File: config.mk
export PLATFORM = sky130hd
export DESIGN_NAME = stall_flush_unit
export DESIGN_NICKNAME = d
export VERILOG_FILES = /design/src/rtl/stall_flush_unit.sv
export SDC_FILE = /design/constraint.sdc
export NUM_CORES = 1
export LEC_CHECK = 0
export ABC_AREA = 1
export CAP_MARGIN = 20
export CORE_MARGIN = 2
export CORE_UTILIZATION = 58
export CTS_BUF_LIST = sky130_fd_sc_hd__clkbuf_16
export DETAILED_ROUTE_END_ITERATION = 16
export DONT_BUFFER_PORTS = 1
export PLACE_DENSITY = 0.76
export SYNTH_ARGS = -nofsm -noshare
export SYNTH_HDL_FRONTEND = slang
export SYNTH_SLANG_ARGS = --single-unit
File: constraint.sdc
create_clock -name clk -period 1.7 [get_ports clk]
set_clock_uncertainty 0.15 [all_clocks]
set_input_delay 0.34 -clock clk [delete_from_list [all_inputs] [get_ports clk]]
set_output_delay 0.34 -clock clk [all_outputs]
set_load 0.05 [all_outputs]
File: src/rtl/stall_flush_unit.sv
// Pipeline stall/flush controller for the 5-stage core: resolves load-use, taken-branch
// and multi-cycle data-memory hazards, with saturating perf counters and a sticky timeout flag.
module stall_flush_unit #(
    parameter int CNT_W   = 16,
    parameter int TIMEOUT = 255
) (
    input  logic             clk,
    input  logic             rst,
    input  logic [4:0]       rs1D,
    input  logic [4:0]       rs2D,
    input  logic [4:0]       rdE,
    input  logic             memreadE,
    input  logic             pcsrcE,
    input  logic             memopM,
    input  logic             dmem_ready,
    output logic             dmem_valid,
    output logic             stallF,
    output logic             stallD,
    output logic             stallE,
    output logic             stallM,
    output logic             flushD,
    output logic             flushE,
    output logic             flushW,
    output logic             mem_timeout,
    output logic [CNT_W-1:0] stall_cnt,
    output logic [CNT_W-1:0] flush_cnt
);

    typedef enum logic [0:0] {
        ST_RUN  = 1'b0,
        ST_WAIT = 1'b1
    } state_e;

    localparam logic [15:0]      WAIT_LAST = 16'(TIMEOUT - 1);
    localparam logic [15:0]      WAIT_MAX  = 16'hFFFF;
    localparam logic [CNT_W-1:0] CNT_MAX   = {CNT_W{1'b1}};
    localparam logic [CNT_W-1:0] CNT_ONE   = CNT_W'(1);

    state_e           state_q, state_d;
    logic [15:0]      wait_cnt_q, wait_cnt_d;
    logic             mem_timeout_q, mem_timeout_d;
    logic [CNT_W-1:0] stall_cnt_q, stall_cnt_d;
    logic [CNT_W-1:0] flush_cnt_q, flush_cnt_d;
    logic             lu_s;

    assign lu_s = memreadE & (rdE != 5'd0) & ((rdE == rs1D) | (rdE == rs2D));

    // Next state and control outputs; memory wait outranks branch, branch outranks load-use
    always_comb begin
        state_d    = state_q;
        dmem_valid = 1'b0;
        stallF     = 1'b0;
        stallD     = 1'b0;
        stallE     = 1'b0;
        stallM     = 1'b0;
        flushD     = 1'b0;
        flushE     = 1'b0;
        flushW     = 1'b0;
        if (!rst) begin
            state_d = ST_RUN;
        end else begin
            case (state_q)
                ST_RUN: begin
                    dmem_valid = memopM;
                    if (memopM && !dmem_ready) begin
                        state_d = ST_WAIT;
                        stallF  = 1'b1;
                        stallD  = 1'b1;
                        stallE  = 1'b1;
                        stallM  = 1'b1;
                        flushW  = 1'b1;
                    end else if (pcsrcE) begin
                        flushD = 1'b1;
                        flushE = 1'b1;
                    end else if (lu_s) begin
                        stallF = 1'b1;
                        stallD = 1'b1;
                        flushE = 1'b1;
                    end else begin
                        state_d = ST_RUN;
                    end
                end
                ST_WAIT: begin
                    // Stalls stay up in the release cycle so M advances on the next edge
                    dmem_valid = 1'b1;
                    stallF     = 1'b1;
                    stallD     = 1'b1;
                    stallE     = 1'b1;
                    stallM     = 1'b1;
                    flushW     = 1'b1;
                    if (dmem_ready) begin
                        state_d = ST_RUN;
                    end else begin
                        state_d = ST_WAIT;
                    end
                end
                default: state_d = ST_RUN;
            endcase
        end
    end

    // Wait-episode counter, sticky timeout flag and saturating perf counters
    always_comb begin
        wait_cnt_d    = 16'd0;
        mem_timeout_d = mem_timeout_q;
        stall_cnt_d   = stall_cnt_q;
        flush_cnt_d   = flush_cnt_q;
        if ((state_q == ST_WAIT) && (state_d == ST_WAIT) && (wait_cnt_q != WAIT_MAX)) begin
            wait_cnt_d = wait_cnt_q + 16'd1;
        end else if ((state_q == ST_WAIT) && (state_d == ST_WAIT)) begin
            wait_cnt_d = wait_cnt_q;
        end else begin
            wait_cnt_d = 16'd0;
        end
        if ((state_q == ST_WAIT) && !dmem_ready && (wait_cnt_q == WAIT_LAST)) begin
            mem_timeout_d = 1'b1;
        end else begin
            mem_timeout_d = mem_timeout_q;
        end
        if (stallF && (stall_cnt_q != CNT_MAX)) begin
            stall_cnt_d = stall_cnt_q + CNT_ONE;
        end else begin
            stall_cnt_d = stall_cnt_q;
        end
        if (flushD && (flush_cnt_q != CNT_MAX)) begin
            flush_cnt_d = flush_cnt_q + CNT_ONE;
        end else begin
            flush_cnt_d = flush_cnt_q;
        end
    end

    // State, wait counter, flag and perf counter registers
    always_ff @(posedge clk or negedge rst) begin
        if (!rst) begin
            state_q       <= ST_RUN;
            wait_cnt_q    <= 16'd0;
            mem_timeout_q <= 1'b0;
            stall_cnt_q   <= {CNT_W{1'b0}};
            flush_cnt_q   <= {CNT_W{1'b0}};
        end else begin
            state_q       <= state_d;
            wait_cnt_q    <= wait_cnt_d;
            mem_timeout_q <= mem_timeout_d;
            stall_cnt_q   <= stall_cnt_d;
            flush_cnt_q   <= flush_cnt_d;
        end
    end

    assign mem_timeout = mem_timeout_q;
    assign stall_cnt   = stall_cnt_q;
    assign flush_cnt   = flush_cnt_q;

endmodule

==> impl_metrics.yaml <==
finish:
  mostFrequentLayoutCells: "116 x nand2_1, 64 x buf_4, 44 x inv_1"
  layout.nets: 530
  area_delta_synth_final_pct: 40.4
  final_layout_size_suffix_gt1_share_pct: 34.6
  fin_area_sq_um: 4400
  finalNonFillerCells: 576
  diodes: 0
  final_common_cell: "nand2_1"
floorplan:
  dieArea_sq_um: 6010
  die_h_um: 77.6
  pin_count: 62
  start_util_pct: 60.7
  row_count: 26
  die_width_um: 77.6
  coreArea_sq_um: 5170
min_path:
  hp-class: "primary input to asynchronous set/reset pin"
routing:
  routed_wl_um: 9780
  drt_iter0_drc: 290
  wl_per_cell_um: 17.0
  drc: 0
  ant_nets: 0
  via_per_inst: 5.86
  firstDrtPassIters: 5
  vias: 3373
clock_network:
  cts_root_buf: "clkbuf_16"
  cts_hold_repair.buffers: 1
  cts_tree: "done"
  clk_latency_ns: 0.29
  cts_buffer_depth: 2
  cts_buffers: 5
  cts_sinks: 50
  cts_max_level: 2
  clkSlewWorstSetupHoldPaths_ns: 0.07
placed_design:
  dp_slack_ns: -0.0463
  place_area_sq_um: 3780
  gp_congestion: 0.891
  portBuffers: 0
  dp_hpwl_um: 5610
  placed_cells: 546
synthesis:
  synth_area_sq_um: 3140
  synth-seq-cells: 50
  synth_warnings: 0
  ys_seq_area_share_pct: 39.9
  synth_fp_nets: 447
  synth_top_cell_by_area: "dfrtp_1"
  syn_inst: 422
  synth.distinct_cells: 32
  synthTopCellsByArea: "dfrtp_1 40%, nand2_1 15%, xor2_1 7.3%"
  avgSynthCellArea_sq_um: 7.44
  synth_top_area_share_pct: 39.9
worst_setup_path:
  r2r_slack_ns: -0.05
  crit_type: "flop to output pin"
  crit_path_end_kind: "output pin"
  cp_data_required_time_ns: 1.21
  cp_max_fo: 2
  crit_arrival_ns: 1.28
  start_kind: "flop"
timing:
  holdWs_ns: -0.408
  finalCritPeriodShare_pct: 104
  finalSetupViolations: 22
  drv_slew: 0
  setup_ws_ns: -0.0737
  rsz0062_at_grt: "true"
  fin_crit_ns: 1.77
  hold_viol_final: 50
  maxSlewHeadroom_pct: 68.2
  finalSetupTns_ns: -0.755
  worst_slew_pin_slew_ns: 0.472
  max_freq_mhz: 564
power:
  powerDensity_nw_per_um2: 851
  power.leakage_nw: 2.08
  vdd_ir_drop_max_mv: 0.676
global_route:
  grt_max_degree: 54
  grt_pass1_wl_um: 13400
  first_global_vias: 3066
  antenna_found_initial: 0
  gr-usage-all-layers_pct: 27.2
  overflow: 0
run:
  cap_violations: 0
status:
  violations: "negative hold slack, negative setup slack"
  status: "finished with violations"
-- cell families (layout without fill, tap and decap cells) --
group	Yosys count	after routing	synth area share, %
AOI/OAI and AO/OA	27	27	5.14
xor gates and xnor gates	35	35	9.77
adders and majority gates	4	4	1.59
buffers and inverters	64	148	8.61
DFF	50	50	39.9
and+or+nand+nor	242	242	35.0
-- final timing paths --
path | from | endpoint | depth (start not counted)
worst max-delay path | state_q$_DFF_PN0_ | flushD | 4
worst max register to register | wait_cnt_q[1]$_DFFE_PN0P_ | wait_cnt_q[1]$_DFFE_PN0P_ | 9
max in group asynchronous | rst | flush_cnt[7]$_DFFE_PN0P_ | 0
min in group clk | dmem_ready | mem_timeout$_DFFE_PN0P_ | 2
worst min-delay path | rst | stall_cnt[2]$_DFFE_PN0P_ | 0
worst min register to register | stall_cnt[9]$_DFFE_PN0P_ | stall_cnt[9]$_DFFE_PN0P_ | 2
-- synth_stat cells, drive strengths merged --
master / count
nand2: 129
inv: 54
dfrtp: 50
nor2: 42
nand3: 40
xor2: 26
o21ai: 17
nor3: 13
nand4: 11
xnor2: 9
buf: 8
a31oi: 4
ha: 4
nor4: 4
a21oi: 2
clkinv: 2
nand3b: 2
o21bai: 2
a41o: 1
nor3b: 1
o22ai: 1
-- layout make-up --
| type | count | area [sq um] |
|---|---|---|
| Fill cell | 263 | 768 |
| Tap cell | 70 | 87.6 |
| Timing Repair Buffer | 84 | 752 |
| Clock buffer | 5 | 125 |
| Inverter | 56 | 230 |
| Sequential cell | 50 | 1270 |
| Clock inverter | 3 | 16.3 |
| Multi-Input combinational cell | 308 | 1920 |
-- power breakdown --
group | internal [mW] | switching, mW
sequential | 1.32 | 0.194
combinational | 0.445 | 0.805
clock | 0.538 | 0.442
total | 2.31 | 1.44
-- what timing repair did --
item,CTS,global route
setup endpoints to repair,13,50
resized for setup,7,63
pin swaps,1,19
buffers inserted,3,17
gates cloned,0,1
hold endpoints to repair,51,50
-- through the flow --
step / total power, mW / utilization [%]
final: 3.75 / 85.1
after global routing: 3.90 / 85.1
after CTS: 3.62 / 77.4
after detailed placement: 2.65 / 73.1
after global placement: 2.61 / 73.1
after floorplan: 2.29 / -
-- critical path, cell delays in order, from the launching register on --
cell and delay [ns]:
dfrtp_1 0.39, nor2_2 0.12, nand3_1 0.18, clkinv_2 0.14, buf_6 0.17
-- layer usage --
metal  vias to the layer above  track usage, %  wire length (um)
met4                         0            9.82               384
met5                         -               0                 0
met3                        48            6.63               767
met1                      1611            32.6              3760
li1                       1517               -                 -
met2                       197            47.6              4860
-- sequential cells by signal, summed over array words and instances (netlist names) --
signal       cells
stall_cnt       16
wait_cnt_q      16
flush_cnt       16
mem_timeout      1
state_q          1
Note: power is estimated with default switching activity, not from simulation.
